## src/rtl/uart_retrans_tx_if.sv

```systemverilog
// Handshake, serial line and status bundle of the retransmitting UART transmitter.
// The master modport is the word source and far end; the slave modport is the transmitter.
interface uart_retrans_tx_if #(
    parameter int unsigned DATA_BITS = 7
) ();
    logic [DATA_BITS-1:0] tx_data;
    logic                 tx_valid;
    logic                 tx_ready;
    logic                 signal;
    logic                 ack;
    logic                 request_resend;
    logic                 busy;
    logic [4:0]           resend_count;
    logic                 done;
    logic                 fail;

    modport master (
        output tx_data, tx_valid, ack, request_resend,
        input  tx_ready, signal, busy, resend_count, done, fail
    );

    modport slave (
        input  tx_data, tx_valid, ack, request_resend,
        output tx_ready, signal, busy, resend_count, done, fail
    );
endinterface

```

## src/rtl/uart_retrans_tx.sv

```systemverilog
// Framed serial transmitter with ack / resend / timeout retransmission and retry limit.
// Define UART_TX_FIFO_EN to put a FIFO_DEPTH-entry FIFO in front of the frame FSM.
module uart_retrans_tx #(
    parameter int unsigned DATA_BITS   = 7,
    parameter int unsigned MAX_RETRIES = 3,
    parameter int unsigned ACK_TIMEOUT = 10,
    parameter int unsigned FIFO_DEPTH  = 4
) (
    input logic             clk,
    input logic             reset,
    uart_retrans_tx_if.slave bus
);
    localparam int unsigned IW = (DATA_BITS > 1) ? $clog2(DATA_BITS) : 1;
    localparam int unsigned TW = $clog2(ACK_TIMEOUT + 1);

    typedef enum logic [2:0] {StIdle, StStart, StData, StParity, StStop, StWaitAck} state_e;

    state_e               state_q, state_d;
    logic [IW-1:0]        bit_idx_q, bit_idx_d;
    logic [TW-1:0]        timer_q, timer_d;
    logic [4:0]           count_q, count_d;
    logic [DATA_BITS-1:0] data_q, data_d;
    logic                 line_q, line_d;
    logic                 done, fail;
    logic                 take;
    logic [DATA_BITS-1:0] take_data;

`ifdef UART_TX_FIFO_EN
    localparam int unsigned PW = (FIFO_DEPTH > 1) ? $clog2(FIFO_DEPTH) : 1;

    logic [DATA_BITS-1:0] mem_q [FIFO_DEPTH];
    logic [PW-1:0]        wr_q, rd_q;
    logic [PW:0]          cnt_q;
    logic                 full, empty, push;

    assign full         = (cnt_q == (PW + 1)'(FIFO_DEPTH));
    assign empty        = (cnt_q == '0);
    assign push         = bus.tx_valid && !full;
    assign take         = (state_q == StIdle) && !empty;
    assign take_data    = mem_q[rd_q];
    assign bus.tx_ready = !full;

    always_ff @(posedge clk) begin
        if (push) begin
            mem_q[wr_q] <= bus.tx_data;
        end
    end

    always_ff @(posedge clk) begin
        if (reset) begin
            wr_q  <= '0;
            rd_q  <= '0;
            cnt_q <= '0;
        end else begin
            if (push) wr_q <= wr_q + 1'b1;
            if (take) rd_q <= rd_q + 1'b1;
            case ({push, take})
                2'b10:   cnt_q <= cnt_q + 1'b1;
                2'b01:   cnt_q <= cnt_q - 1'b1;
                default: cnt_q <= cnt_q;
            endcase
        end
    end
`else
    // Sink for the FIFO depth, which only the FIFO build consumes.
    localparam int unsigned unused_fifo_depth = FIFO_DEPTH;

    assign take         = (state_q == StIdle) && bus.tx_valid;
    assign take_data    = bus.tx_data;
    assign bus.tx_ready = (state_q == StIdle);
`endif

    always_comb begin
        state_d   = state_q;
        bit_idx_d = bit_idx_q;
        timer_d   = timer_q;
        count_d   = count_q;
        data_d    = data_q;
        done      = 1'b0;
        fail      = 1'b0;
        case (state_q)
            StIdle: begin
                if (take) begin
                    data_d  = take_data;
                    count_d = '0;
                    state_d = StStart;
                end
            end
            StStart: begin
                bit_idx_d = '0;
                state_d   = StData;
            end
            StData: begin
                if (bit_idx_q == IW'(DATA_BITS - 1)) begin
                    state_d = StParity;
                end else begin
                    bit_idx_d = bit_idx_q + 1'b1;
                end
            end
            StParity: state_d = StStop;
            StStop: begin
                timer_d = '0;
                state_d = StWaitAck;
            end
            StWaitAck: begin
                if (bus.ack) begin
                    done    = 1'b1;
                    state_d = StIdle;
                end else if (bus.request_resend || timer_q == TW'(ACK_TIMEOUT - 1)) begin
                    if (count_q < 5'(MAX_RETRIES)) begin
                        count_d = count_q + 1'b1;
                        state_d = StStart;
                    end else begin
                        fail    = 1'b1;
                        state_d = StIdle;
                    end
                end else begin
                    timer_d = timer_q + 1'b1;
                end
            end
            default: state_d = StIdle;
        endcase

        // The line is registered, so it is driven from the state being entered.
        case (state_d)
            StStart:  line_d = 1'b0;
            StData:   line_d = data_d[bit_idx_d];
            StParity: line_d = ^data_d;
            default:  line_d = 1'b1;
        endcase
    end

    always_ff @(posedge clk) begin
        if (reset) begin
            state_q   <= StIdle;
            bit_idx_q <= '0;
            timer_q   <= '0;
            count_q   <= '0;
            data_q    <= '0;
            line_q    <= 1'b1;
        end else begin
            state_q   <= state_d;
            bit_idx_q <= bit_idx_d;
            timer_q   <= timer_d;
            count_q   <= count_d;
            data_q    <= data_d;
            line_q    <= line_d;
        end
    end

    assign bus.signal       = line_q;
    assign bus.busy         = (state_q != StIdle);
    assign bus.resend_count = count_q;
    assign bus.done         = done;
    assign bus.fail         = fail;
endmodule

```

## src/flat_wrapper.sv

```systemverilog
// flat-port wrapper written by rule: the top's interface ports become plain ports
module uart_retrans_tx_flat 
#(
    parameter int unsigned DATA_BITS   = 7,
    parameter int unsigned MAX_RETRIES = 3,
    parameter int unsigned ACK_TIMEOUT = 10,
    parameter int unsigned FIFO_DEPTH  = 4
)
  (clk, reset, bus_tx_data, bus_tx_valid, bus_ack, bus_request_resend, bus_tx_ready, bus_signal, bus_busy, bus_resend_count, bus_done, bus_fail);
  uart_retrans_tx_if #(.DATA_BITS(DATA_BITS)) bus_i ();
  input logic clk;
  input logic reset;
  input wire logic [$bits(bus_i.tx_data)-1:0] bus_tx_data;
  input wire logic [$bits(bus_i.tx_valid)-1:0] bus_tx_valid;
  input wire logic [$bits(bus_i.ack)-1:0] bus_ack;
  input wire logic [$bits(bus_i.request_resend)-1:0] bus_request_resend;
  output wire logic [$bits(bus_i.tx_ready)-1:0] bus_tx_ready;
  output wire logic [$bits(bus_i.signal)-1:0] bus_signal;
  output wire logic [$bits(bus_i.busy)-1:0] bus_busy;
  output wire logic [$bits(bus_i.resend_count)-1:0] bus_resend_count;
  output wire logic [$bits(bus_i.done)-1:0] bus_done;
  output wire logic [$bits(bus_i.fail)-1:0] bus_fail;
  assign bus_i.tx_data = bus_tx_data;
  assign bus_i.tx_valid = bus_tx_valid;
  assign bus_i.ack = bus_ack;
  assign bus_i.request_resend = bus_request_resend;
  assign bus_tx_ready = bus_i.tx_ready;
  assign bus_signal = bus_i.signal;
  assign bus_busy = bus_i.busy;
  assign bus_resend_count = bus_i.resend_count;
  assign bus_done = bus_i.done;
  assign bus_fail = bus_i.fail;
  uart_retrans_tx #(.DATA_BITS(DATA_BITS), .MAX_RETRIES(MAX_RETRIES), .ACK_TIMEOUT(ACK_TIMEOUT), .FIFO_DEPTH(FIFO_DEPTH)) u_core (.clk(clk), .reset(reset), .bus(bus_i));
endmodule
```

## config.mk

```make
export PLATFORM = sky130hd
export DESIGN_NAME = uart_retrans_tx_flat
export DESIGN_NICKNAME = d
export VERILOG_FILES = /design/src/rtl/uart_retrans_tx_if.sv /design/src/rtl/uart_retrans_tx.sv /design/src/flat_wrapper.sv
export SDC_FILE = /design/constraint.sdc
export NUM_CORES = 1
export LEC_CHECK = 0
export CORE_MARGIN = 2
export CORE_UTILIZATION = 53
export DETAILED_ROUTE_END_ITERATION = 10
export HOLD_SLACK_MARGIN = 0.05
export PLACE_DENSITY = 0.83
export SYNTH_ARGS = -nofsm -noshare
export SYNTH_HDL_FRONTEND = slang
export SYNTH_SLANG_ARGS = --single-unit
```

## constraint.sdc

```tcl
create_clock -name clk -period 2.4 [get_ports clk]
set_clock_uncertainty 0.05 [all_clocks]
set_input_delay 0.24 -clock clk [delete_from_list [all_inputs] [get_ports clk]]
set_output_delay 0.24 -clock clk [all_outputs]
set_load 0.03 [all_outputs]
```

Word level (Yosys, flattened, before mapping):

Index checks and enable logic that the tools add are counted.

* output and inout bits: 10
* input bits: 12
* bits in registers: 23

* muxes and demuxes: 27
* reduce and logical (&&, ||, !) cells: 9
* add/sub/neg operators: 3
* equal/unequal tests: 15
* $lt $le $gt $ge: 2

Operators by type and width (count)
* two-way mux 5 bit: 4
* one-hot mux 3 bit (6 select lines): 1
* two-way mux 3 bit: 5
* two-way mux 7 bit: 2
* equality test 3 x 2 -> 1 bit (second input constant): 4
* one-hot mux 5 bit (2 select lines): 1
* equality test 3 bit (second input constant): 3
* two-way mux 1 bit: 8
* two-way mux 4 bit: 2
* one-hot mux 4 bit (2 select lines): 1
* parity 7 bit: 1
* equality test 3 x 1 -> 1 bit (second input constant): 2
* inequality test 2 x 1 -> 1 bit (second input constant): 3
* one-hot mux 3 bit (2 select lines): 1
* adder 5 x 1 -> 5 bit (second input constant): 1
* less-than comparator 5 x 2 -> 1 bit (second input constant): 1
* AND reduction 5 bit: 1
* adder 4 x 1 -> 4 bit (second input constant): 1
* equality test 4 bit (second input constant): 1
* less-than comparator 3 x 4 -> 1 bit (second input constant): 1
* inequality test 2 bit (second input constant): 2
* nonzero test 2 bit: 2
* adder 3 x 1 -> 3 bit (second input constant): 1
* binary-select mux 1 bit (select 3 bit): 1
* 6 further kinds: 6

Longest topological paths before layout:

* depth after elaboration: 7
* gate-level depth with buffers: 9

Worst setup path before layout:

No wires, ideal clock.

* path kind: register to register
* start: register u_core.state_q[0]
* end: register u_core.count_q[0] (netlist: u_core.bus.resend_count[0])
* period minus slack after synthesis: 2.716 ns
* arrival time: 2.539 ns
* library setup time: 0.128 ns
* setup slack: -0.316 ns
* cell stages (with the launch flop): 8
* required time: 2.222 ns
* path buffers: 2
* cells stage by stage: dfxtp_1 -> buf_4 -> buf_2 -> nor3_1 -> inv_1 -> a221oi_2 -> mux2i_1 -> nor2_1

* word-level cells in the longest chain between the ends: 4

RTL lines
* from (decl): RTL line uart_retrans_tx.sv:18 `state_e state_q, state_d;`
* from (signal assigned): RTL line uart_retrans_tx.sv:135 `state_q <= StIdle;`
* from (signal assigned): RTL line uart_retrans_tx.sv:142 `state_q <= state_d;`
* zero test 3 bit *
* via bus_tx_ready: RTL line flat_wrapper.sv:17 `output wire logic [$bits(bus_i.tx_ready)-1:0] bus_tx_ready;`
* logical AND 1 bit: RTL line uart_retrans_tx.sv:68 `assign take = (state_q == StIdle) && bus.tx_valid;`
* inequality test 2 x 1 -> 1 bit (no line)
* AND reduction 5 bit (no line)
* to (signal assigned): RTL line uart_retrans_tx.sv:145 `count_q <= count_d;`
* to (decl): RTL line uart_retrans_tx.sv:21 `logic [4:0] count_q, count_d;`

Mark *: on every way through the listed nets, which the timed path passes. The rest lies on a longest branch.
A chain may end at the register's enable or synchronous reset.

Worst setup path in the final report:

* start: register u_core.state_q[2]
* end: output bus_busy

* word-level cells in the longest chain between the ends: 1

RTL lines
* nonzero test 3 bit: RTL line uart_retrans_tx.sv:152 `assign bus.busy = (state_q != StIdle);`
* to (decl): RTL line flat_wrapper.sv:19 `output wire logic [$bits(bus_i.busy)-1:0] bus_busy;`

Every way passes these cells.

==> impl_metrics.json <==
{
  "finalCritPeriodShare": 0.966,
  "htree_levels": 1,
  "cts_tree": "yes",
  "first_iter_violations": 67,
  "core_um2": 2690,
  "cap_viol_max_count": 0,
  "drtAntennaViolNets": 0,
  "syn-instance-count": 174,
  "synth_area_leaders": "dfxtp_1 32%, a21oi_1 4.5%, nand2_1 4.4%",
  "place_area_um2": 1740,
  "switchingPower_uw": 280,
  "antenna_found_initial": 0,
  "hold_class": "reg2reg",
  "synth_area_per_cell_um2": 8.38,
  "crit_path_end_kind": "primary output",
  "io_pins": 22,
  "synth.most_common_cell": "dfxtp_1",
  "finalHoldViolCount": 0,
  "p_int_uw": 583,
  "peakVddDrop_mv": 0.513,
  "yosysWarnings": 0,
  "start_util": 0.543,
  "drt-pass1-iter-count": 4,
  "ys_seq_area_frac": 0.316,
  "slowest_delay_ns": 0.61,
  "power_density_nw_per_um2": 483,
  "portBuffers": 21,
  "synth_area_um2": 1460,
  "cp_cell_sequence": "buf_4 > buf_4 > nor3_2 > inv_1 > clkdlybuf4s50_1",
  "synth.distinct_cells": 48,
  "synth-edff-count": 0,
  "die_h_um": 56.5,
  "maxSlewHeadroom": 0.680,
  "setup_ws_ns": 0.0821,
  "via_per_inst": 6.10,
  "clk_pin_slew_worst_paths_ns": 0.13,
  "grt.overflow.total": 0,
  "p_seq_frac": 0.488,
  "grt.total_usage": 0.247,
  "vias": 1416,
  "place.gp.congestion": 0.898,
  "switching_share": 0.325,
  "setup.worst_path.start_class": "flip-flop",
  "p_leak_nw": 0.691,
  "tns_ns": 0,
  "drt_wl_total_um": 3720,
  "drive_gt1_frac": 0.164,
  "cts_buffer_depth": 2,
  "cts_root_buf": "clkbuf_4",
  "pre_cts_slack_ns": 0.0964,
  "grt_pass1_vias": 1361,
  "yosysTopAreaCellShare": 0.316,
  "synthArstFlopShare": 0,
  "status": "complete, no violations",
  "cp.arrival_ns": 2.03,
  "clkPwrFrac": 0.218,
  "period_minus_slack_ns": 2.32,
  "path_class": "reg2out",
  "r2r_slack_ns": 0.11,
  "finalSetupViolCount": 0,
  "slew_violations": 0,
  "route.detailed.drc": 0,
  "clk_latency_ns": 0.32,
  "yosys_register_bits": 23,
  "nets": 219,
  "grt_start_max_net_pins": 23,
  "total_power_uw": 863,
  "fmax_ghz": 0.431,
  "row_count": 19,
  "cts_buffers": 3,
  "cts_hold_buf": 0,
  "crit_path_top_delay_cell": "clkdlybuf4s50_1",
  "critPathMaxFanout": 9,
  "tightest_slew_ns": 0.479,
  "post-route-cell-area_um2": 1790,
  "ys.flop_type": "dfxtp_1",
  "clkSinkCount": 23,
  "syn_to_final_growth_pct": 22.4,
  "power_frac_comb": 0.294,
  "antenna_cells": 0,
  "syn-num-nets": 191,
  "detail_route.wl_per_cell_um": 16.0,
  "die_area_um2": 3190,
  "dp_hpwl_um": 2780,
  "required_ns": 2.11,
  "cp_common_cell": "buf_4",
  "synth_common_cells": "23 x dfxtp_1, 17 x nand2_1, 16 x nor2_1",
  "synth_area_leader_cell": "dfxtp_1",
  "chipWidth_um": 56.5,
  "grt_pass1_wl_um": 6260
}
==> placed cells by master, fill, tap and decap left out, types with 3 or more instances in the layout <==
cell type,count
nor2b_1,5
a31oi_1,3
a21oi_1,12
and2_1,6
nor2_1,16
dfxtp_1,19
clkbuf_4,3
buf_4,12
nand2_1,17
mux2i_1,4
clkdlybuf4s50_1,19
ha_1,5
dfxtp_2,3
nand2b_1,4
xnor2_1,7
nor3_1,9
inv_1,7
==> metal layers <==
layer | vias to the layer above | part of all wire | global-route usage
met1 | 675 | 0.45 | 0.332
met5 | - | 0 | 0
li1 | 689 | - | -
met3 | 9 | 0.050 | 0.0276
met4 | 0 | 0.022 | 0.105
met2 | 43 | 0.48 | 0.397
==> power groups by stage <==
stage          clock network, mW  logic (mW)  registers [mW]
2_1_floorplan                  0       0.171           0.421
3_3_place_gp                   0       0.241           0.427
3_5_place_dp                   0       0.245           0.428
4_1_cts                    0.191       0.247           0.420
5_1_grt                    0.210       0.274           0.424
6_report                   0.188       0.254           0.421
==> worst paths after layout <==
kind,to,startpoint,depth (start not counted)
max,bus_busy,u_core.state_q[2]$_SDFF_PP0_,5
min,u_core.data_q[0]$_SDFF_PP0_,u_core.data_q[0]$_SDFF_PP0_,2
min reg2reg,u_core.data_q[0]$_SDFF_PP0_,u_core.data_q[0]$_SDFF_PP0_,2
max reg2reg,u_core.bus.signal$_SDFF_PP1_,u_core.bit_idx_q[0]$_SDFF_PP0_,8
==> flip-flops by register name, summed over array words and instances (netlist names) <==
signal	count
u_core.data_q	7
u_core.bus.resend_count	5
u_core.timer_q	4
u_core.bit_idx_q	3
u_core.state_q	3
u_core.bus.signal	1
==> final cells by class <==
type,count,area [um^2]
Timing Repair Buffer,33,302
Multi-Input combinational cell,134,923
Clock buffer,3,22.5
Inverter,7,26.3
Sequential cell,23,468
Tap cell,31,38.8
Fill cell,227,901
Clock inverter,1,5.00
==> repair_timing <==
action | CTS | global route
hold endpoints to repair | 0 | 0
buffers inserted | 0 | 0
endpoints found under the setup margin | 4 | 3
gates resized for setup | 3 | 8
==> kinds of logic (layout without fill, tap and decap cells) <==
| kind of cell | count (synthesis) | count (layout) | synth area share |
|---|---|---|---|
| AO/OA/AOI/OAI | 44 | 44 | 0.233 |
| XOR/XNOR | 8 | 8 | 0.0480 |
| adder cells (fa/ha/maj) | 5 | 5 | 0.0429 |
| buffers and inverters | 17 | 44 | 0.0600 |
| flip-flops | 23 | 23 | 0.316 |
| multiplexers | 5 | 5 | 0.0352 |
| AND/OR/NAND/NOR | 72 | 72 | 0.265 |
==> stage by stage <==
stage                     utilization  cells  hold WS (ns)
after detailed placement        0.648    228         0.432
after CTS                       0.659    232         0.448
after floorplan                     -    174         0.262
final                           0.665    232         0.448
after global placement          0.648    228         0.427
after global routing            0.665    232         0.462
==> critical path: cells and delay by family (launching register included) <==
family | cells | cell delay (ns)
buf+inv | 4 | 1.06
flops | 1 | 0.41
simple gates | 1 | 0.24
(Power assumes the default switching activity.)
